--- config.mk ---
export PLATFORM = sky130hd
export DESIGN_NAME = mux4_rr_arbiter_flat
export DESIGN_NICKNAME = d
export VERILOG_FILES = /design/src/rtl/mux4_rr_arbiter_pkg.sv /design/src/rtl/mux4_rr_arbiter_if.sv /design/src/rtl/mux4_rr_arbiter_rr_prio_enc4.sv /design/src/rtl/mux4_rr_arbiter.sv /design/src/flat_wrapper.sv
export SDC_FILE = /design/constraint.sdc
export NUM_CORES = 1
export LEC_CHECK = 0
export BUFFER_PORTS_ARGS = -buffer_cell sky130_fd_sc_hd__buf_2
export CELL_PAD_IN_SITES_DETAIL_PLACEMENT = 0
export CELL_PAD_IN_SITES_GLOBAL_PLACEMENT = 1
export CORE_MARGIN = 5
export CORE_UTILIZATION = 37
export DETAILED_ROUTE_END_ITERATION = 12
export GPL_TIMING_DRIVEN = 0
export HOLD_SLACK_MARGIN = 0.02
export PLACE_DENSITY_LB_ADDON = 0.12
export SLEW_MARGIN = 10
export SYNTH_ARGS = -nofsm -noshare
export SYNTH_HDL_FRONTEND = slang
export SYNTH_SLANG_ARGS = --single-unit
--- constraint.sdc ---
create_clock -name clk -period 1.7 [get_ports clk]
set_input_delay 0.255 -clock clk [delete_from_list [all_inputs] [get_ports clk]]
set_output_delay 0.255 -clock clk [all_outputs]
set_load 0.05 [all_outputs]
--- src/rtl/mux4_rr_arbiter_pkg.sv ---
// Shared definitions for the mux4 round-robin arbiter: state encodings,
// index type and a one-hot helper.
package mux4_rr_arbiter_pkg;

    localparam int unsigned ArbN = 4;

    typedef logic [1:0] idx_t;

    localparam logic [1:0] StIdle    = 2'b00;
    localparam logic [1:0] StGranted = 2'b01;

    function automatic logic [ArbN-1:0] onehot4(input idx_t idx);
        return 4'b0001 << idx;
    endfunction

endpackage

--- src/rtl/mux4_rr_arbiter_if.sv ---
// Requester-side bus of the mux4 arbiter: level requests and done in,
// registered grant and mux selects out.
interface mux4_rr_arbiter_if;

    logic [3:0] req;
    logic       done;
    logic [3:0] grant;
    logic       sel1;
    logic       sel2;
    logic       busy;

    modport master (
        output req,
        output done,
        input  grant,
        input  sel1,
        input  sel2,
        input  busy
    );

    modport slave (
        input  req,
        input  done,
        output grant,
        output sel1,
        output sel2,
        output busy
    );

endinterface

--- src/rtl/mux4_rr_arbiter_rr_prio_enc4.sv ---
// Rotating priority encoder: first set bit of req (optionally with one index
// masked off), scanning ptr, ptr+1, ... mod 4.
module rr_prio_enc4
    import mux4_rr_arbiter_pkg::*;
(
    input  logic [3:0] req,
    input  idx_t       ptr,
    input  logic       mask_en,
    input  idx_t       mask_idx,
    output logic       any,
    output idx_t       win
);

    logic [3:0] masked;

    always_comb begin
        masked = req & ~(mask_en ? onehot4(mask_idx) : 4'b0000);
        any    = |masked;
        win    = ptr;
        // Scan from the far end so the candidate closest to ptr is written last.
        for (int i = 3; i >= 0; i--) begin
            if (masked[ptr + 2'(i)]) begin
                win = ptr + 2'(i);
            end
        end
    end

endmodule

--- src/rtl/mux4_rr_arbiter.sv ---
// Round-robin arbiter sharing one 4:1 mux among four requesters; grant is held
// until release, done or the hold limit, with direct handoff between owners.
module mux4_rr_arbiter
    import mux4_rr_arbiter_pkg::*;
#(
    parameter int unsigned HOLD_LIMIT = 8,
    parameter int unsigned CNT_W      = 4
) (
    input  logic                     clk,
    input  logic                     reset,
    mux4_rr_arbiter_if.slave         bus
);

    logic [1:0]       state_q, state_d;
    idx_t             ptr_q, ptr_d;
    idx_t             owner_q, owner_d;
    logic [CNT_W-1:0] cnt_q, cnt_d;
    logic [3:0]       grant_q, grant_d;

    logic granted;
    logic hold_hit;
    logic release_now;
    logic enc_any;
    idx_t enc_ptr;
    idx_t enc_win;

    assign granted     = (state_q == StGranted);
    assign hold_hit    = (HOLD_LIMIT != 0) && (cnt_q == CNT_W'(HOLD_LIMIT));
    assign release_now = !bus.req[owner_q] || bus.done || hold_hit;
    // While granted, arbitrate from the post-release pointer with the owner masked off.
    assign enc_ptr     = granted ? owner_q + 2'd1 : ptr_q;

    rr_prio_enc4 u_prio_enc (
        .req      (bus.req),
        .ptr      (enc_ptr),
        .mask_en  (granted),
        .mask_idx (owner_q),
        .any      (enc_any),
        .win      (enc_win)
    );

    always_comb begin
        state_d = state_q;
        ptr_d   = ptr_q;
        owner_d = owner_q;
        cnt_d   = cnt_q;
        grant_d = grant_q;
        case (state_q)
            StGranted: begin
                if (!release_now) begin
                    cnt_d = (cnt_q == '1) ? cnt_q : cnt_q + CNT_W'(1);
                end else begin
                    ptr_d = enc_ptr;
                    if (enc_any) begin
                        owner_d = enc_win;
                        grant_d = onehot4(enc_win);
                        cnt_d   = CNT_W'(1);
                    end else if (bus.req[owner_q]) begin
                        // Owner is the only requester left: new tenure for it.
                        cnt_d = CNT_W'(1);
                    end else begin
                        state_d = StIdle;
                        grant_d = 4'b0000;
                        cnt_d   = '0;
                    end
                end
            end
            default: begin
                if (enc_any) begin
                    state_d = StGranted;
                    owner_d = enc_win;
                    grant_d = onehot4(enc_win);
                    cnt_d   = CNT_W'(1);
                end
            end
        endcase
    end

    always_ff @(posedge clk) begin
        if (reset) begin
            state_q <= StIdle;
            ptr_q   <= '0;
            owner_q <= '0;
            cnt_q   <= '0;
            grant_q <= '0;
        end else begin
            state_q <= state_d;
            ptr_q   <= ptr_d;
            owner_q <= owner_d;
            cnt_q   <= cnt_d;
            grant_q <= grant_d;
        end
    end

    // sel follows the last owner, so it stays put while idle.
    assign bus.grant = grant_q;
    assign bus.sel1  = owner_q[0];
    assign bus.sel2  = owner_q[1];
    assign bus.busy  = |grant_q;

endmodule

--- src/flat_wrapper.sv ---
// flat-port wrapper written by rule: the top's interface ports become plain ports
module mux4_rr_arbiter_flat import mux4_rr_arbiter_pkg::*;
#(
    parameter int unsigned HOLD_LIMIT = 8,
    parameter int unsigned CNT_W      = 4
)
  (clk, reset, bus_req, bus_done, bus_grant, bus_sel1, bus_sel2, bus_busy);
  mux4_rr_arbiter_if bus_i ();
  input  logic clk;
  input  logic reset;
  input wire logic [$bits(bus_i.req)-1:0] bus_req;
  input wire logic [$bits(bus_i.done)-1:0] bus_done;
  output wire logic [$bits(bus_i.grant)-1:0] bus_grant;
  output wire logic [$bits(bus_i.sel1)-1:0] bus_sel1;
  output wire logic [$bits(bus_i.sel2)-1:0] bus_sel2;
  output wire logic [$bits(bus_i.busy)-1:0] bus_busy;
  assign bus_i.req = bus_req;
  assign bus_i.done = bus_done;
  assign bus_grant = bus_i.grant;
  assign bus_sel1 = bus_i.sel1;
  assign bus_sel2 = bus_i.sel2;
  assign bus_busy = bus_i.busy;
  mux4_rr_arbiter #(.HOLD_LIMIT(HOLD_LIMIT), .CNT_W(CNT_W)) u_core (.clk(clk), .reset(reset), .bus(bus_i));
endmodule
### Word level (Yosys, flattened, before mapping)

Index checks and enable logic that the tools add are counted.

* flip-flop bits (word level): 14
* bits in latches: 0
* RAM bits: 0
* bits in read-only memories: 0
* output and inout bits: 7
* word-level logic and storage cells: 71
* memories kept: 0

* add/subtract/negate cells: 5
* multipliers: 0
* div/mod/pow operators: 0
* magnitude comparators: 5
* eq/ne operators: 7
* shifts and indexed selects: 2
* mux-type cells: 35
* bitwise operators: 2
* reductions and logical operators: 10

Operators with widths (number)
* 4-bit 2-to-1 mux: 11
* 2-bit 2-to-1 mux: 13
* 2-bit by 3-bit less-than comparator with 1-bit output (second input constant): 5
* 1-bit binary-select mux with 2-bit select: 5
* 4-bit equality test (second input constant): 2
* 4-bit OR reduction: 2
* 1-bit by 2-bit left shift with 4-bit output (first input constant): 2
* 1-bit 2-to-1 mux: 6
* 3-bit != test (second input constant): 2
* 2-bit by 1-bit adder with 2-bit output (second input constant): 2
* 2-bit adder (second input constant): 2
* 4-bit by 1-bit adder with 4-bit output (second input constant): 1
* 4-bit AND: 1
* 2-bit != test (second input constant): 2
* 4-bit inverter: 1
* 2-bit AND reduction: 2
* 4-bit AND reduction: 1
* 3-bit AND reduction: 1
* 2-bit by 1-bit equality test with 1-bit output (second input constant): 1
* 1-bit logical OR: 2
* 2-bit nonzero test: 1
* 1-bit zero test: 1

### Longest topological paths before layout

* depth after elaboration: 14
* depth in mapped cells: 7
* depth with buffers taken out: 7

### Hierarchy

Synthesis repeated with hierarchy kept, for this count alone.

* cell total of the unflattened synthesis: 116
* area, all modules: 977.2 sq um

Modules (own cells, without submodules)
* mux4_rr_arbiter: instances 1, cells each 83, area each 739.5 sq um, seq. area each 260.2 sq um
* rr_prio_enc4: instances 1, cells each 33, area each 237.7 sq um, seq. area each 0.0 sq um

### Least setup slack after synthesis

Ideal clock, no wire load.

* path type: register to register
* start: register u_core.owner_q[1]
* end: register u_core.grant_q[3] (netlist: u_core.bus.grant[3])
* library setup time: 0.092 ns
* data arrival time: 2.060 ns
* required time: 1.608 ns
* setup slack: -0.452 ns
* cell stages (with the launch flop): 8
* cells stage by stage: dfxtp_1 inv_1 ha_1 mux2_2 o21ai_0 a21o_1 nand4_2 o32ai_1

* cells in the longest elaborated chain, start to end: 14

RTL lines
* from (decl): line mux4_rr_arbiter.sv:16 `idx_t owner_q, owner_d;`
* from (signal assigned): line mux4_rr_arbiter.sv:89 `owner_q <= owner_d;`
* branches (longest 14 deep; another with 2-bit by 1-bit adder with 2-bit output)
* to (signal assigned): line mux4_rr_arbiter.sv:91 `grant_q <= grant_d;`
* to (decl): line mux4_rr_arbiter.sv:18 `logic [3:0] grant_q, grant_d;`

Parallel ways; which one is timed is not known. The select of a mux whose other input is x is not followed.
A chain may end at the register's enable or synchronous reset.

### Worst setup path in the final report

* start: register u_core.owner_q[1]
* end: register u_core.grant_q[0] (netlist: u_core.bus.grant[0])

The elaborated chain is that of the path after synthesis.

==> impl_results.md <==
* Rel. slew slack at 66.0%
* Peak supply drop at 0.000756 V
* Post-synth ARST share at 0%
* Pleak at 0.506 nW
* Launching point of the worst reg2reg path: u_core.owner_q[1]
* Syn. warnings at 0
* Final setup fails at 5
* DR vias/cell at 5.52
* Hold EP: u_core.bus.grant[0]
* Placed insts at 150
* Die height at 59.8 um
* First-pass GRT wire length at 3680 um
* Fin cells at 161
* Primary FF master, synth: dfxtp_1
* Pwr dens at 1080 mW/mm2
* CP required at 1910 ps
* Register area share after synthesis at 28.4%
* Port bufs at 13
* Clk_skew at 5.60 ps
* Syn Inst Count at 107
* Num CTS Buffers at 3
* Avg Synthesized Cell Area at 8.57 um2
* CP Class: register to register
* Fmax at 571 MHz
* Final clock period utilization by the worst path at 103%
* Hold path start: reset
* Cell row count at 18
* CORE AREA at 0.00243 mm2
* Sequential cell area at 268 um2
* Overall routed net length at 2450 um
* H-Tree Depth at 1
* Synth Register Bits at 13
* Share of cells above drive strength 1 at 43.5%
* Hold Violations, Final at 0
* Post-route setup slack at -52.3 ps
* Initial antenna violation count at 0
* Drt pass-1 iters at 4
* Final std cell area, no fill at 0.00131 mm2
* CTS tree: yes
* Post-Syn Nets at 120
* R2R setup slack at -50 ps
* Largest net degree at the start of global routing at 11
* CP startpoint: u_core.owner_q[1]
* Fin Setup TNS at -170 ps
* Worst-margin pin slew at 508 ps
* Slew Viols, Final at 0
* Vias at 889
* Starting Density at 37.7%
* Power Total at 1.41 mW
* Crit path capture type: register
* Worst hold slack at 273 ps
* RSZ-0062 raised after global routing: true
* R2R depth at 5
* Clk root buf: clkbuf_4
* Commonest non-fill, non-tap cell in the layout: buf_2
* Number of global-route vias before repair at 821
* Clk sinks at 13
* Post-placement cell area at 0.00105 mm2
* EDFF count, synth at 0
* Grt total ovfl at 0
* Failing checks: negative setup slack
* Antenna Nets Post-Route at 0
* # IOs at 14
* Filler cells at 225
* Number of max-cap violations at 0
* Startpoint types: register
* Clock Tree Buf Depth at 2
* Drt wl/cell at 15.2 um
* Die ar. at 0.00357 mm2
* Place WS at -241 ps
* Clock slew at reported path FFs at 90 ps
* Status: finished with violations
* Final HPWL DP at 1670 um
* Drt drc at 0
* Area of the mapped netlist at 917 um2
* Tightest Hold Check Type: input port to register
* Final Wtd Congestion at 0.740
* DRT iter0 DRCs at 15
* Area delta synth->final at 43.1%
* Total global-route track usage at 13.4%
* Reg2reg end: u_core.bus.grant[0]
* Netlist cell types at 41
* Final period demand of the worst path at 1750 ps
* Area taken by multi-input logic gates at 803 um2
* Commonest non-fill, non-tap cells in the layout: buf_2 (13), dfxtp_1 (11), nand2_1 (8)
* Die Wd at 59.8 um
* Clk Latency, worst-skew pair at 290 ps
* Hold Path Depth at 2
* Ant. Diodes at 0
* Final core occ at 54.0%
* Final nets at 145
* Critical Path AT at 1960 ps
* Crit-path max FO at 6
## logic make-up after synthesis
group	Yosys count	share of synthesized area (%)
fa+ha+maj	6	8.19
flops	13	28.4
mux	4	5.87
simple gates	37	23.7
buf+inv	9	3.82
compound gates	38	30.0
## flip-flops by register name (all words and copies together) (netlist names)
signal and count:
u_core.cnt_q 4, u_core.ptr_q 2, u_core.state_q 1, u_core.owner_q 2, u_core.bus.grant 4
## what timing repair did
action | CTS | global route
buffers inserted | 3 | 4
hold buffers | 0 | 0
gates resized for setup | 7 | 27
endpoints found under the setup margin | 8 | 10
pin swaps | 2 | 8
## power by group
group / total [mW] / switching, mW / internal [mW] / leakage (nW)
Combinational: 0.812 / 0.465 / 0.347 / 0.383
Sequential: 0.400 / 0.0484 / 0.351 / 0.108
Clock: 0.203 / 0.112 / 0.0912 / 0.0150
## worst max-delay path by stage
stage	slack, ps	end	depth (start not counted)
3_5_place_dp	-240	u_core.bus.grant[3]	6
3_3_place_gp	-200	u_core.bus.grant[3]	6
6_report	-50	u_core.bus.grant[0]	5
2_1_floorplan	-10	u_core.ptr_q[1]	4
5_1_grt	-120	u_core.bus.grant[0]	5
4_1_cts	-20	u_core.ptr_q[1]	4
## metal layers
metal	vias up	wire length, um	track usage, %
met5	-	0	0
met4	0	25	6.01
met3	2	105	2.16
met2	18	1170	19.0
met1	417	1150	19.4
li1	452	-	-
## layout make-up
type / instances / area share (%)
multi-input cells: 85 / 61.2
repair buffers: 20 / 10.2
plain buffers: 2 / 1.14
inverters: 7 / 2.19
flip-flops and latches: 13 / 20.4
well taps: 30 / 2.86
clock buffers: 4 / 2.00
## worst max-delay path, cell delays in order, from the launching register on
cell and delay (ps):
dfxtp_4 400, mux4_2 590, nand3_4 140, a21oi_2 90, a31o_1 230, o32ai_2 230
## cells in the mapped netlist (all sizes together), types with 2 or more instances
cell | number | area [um2]
nand3b | 2 | 15.0
ha | 6 | 75.1
o21ai | 4 | 20.0
nand2b | 8 | 50.1
mux2i | 2 | 20.0
dfxtp | 13 | 260
o32ai | 4 | 35.0
o31ai | 2 | 20.0
inv | 7 | 26.3
a21oi | 8 | 43.8
a211oi | 5 | 37.5
nor2 | 7 | 26.3
and2 | 2 | 12.5
nand2 | 8 | 30.0
a21boi | 4 | 30.0
nand4 | 3 | 25.0
nand3 | 3 | 27.5
a21o | 3 | 23.8
Power figures use the tool's default switching activity.
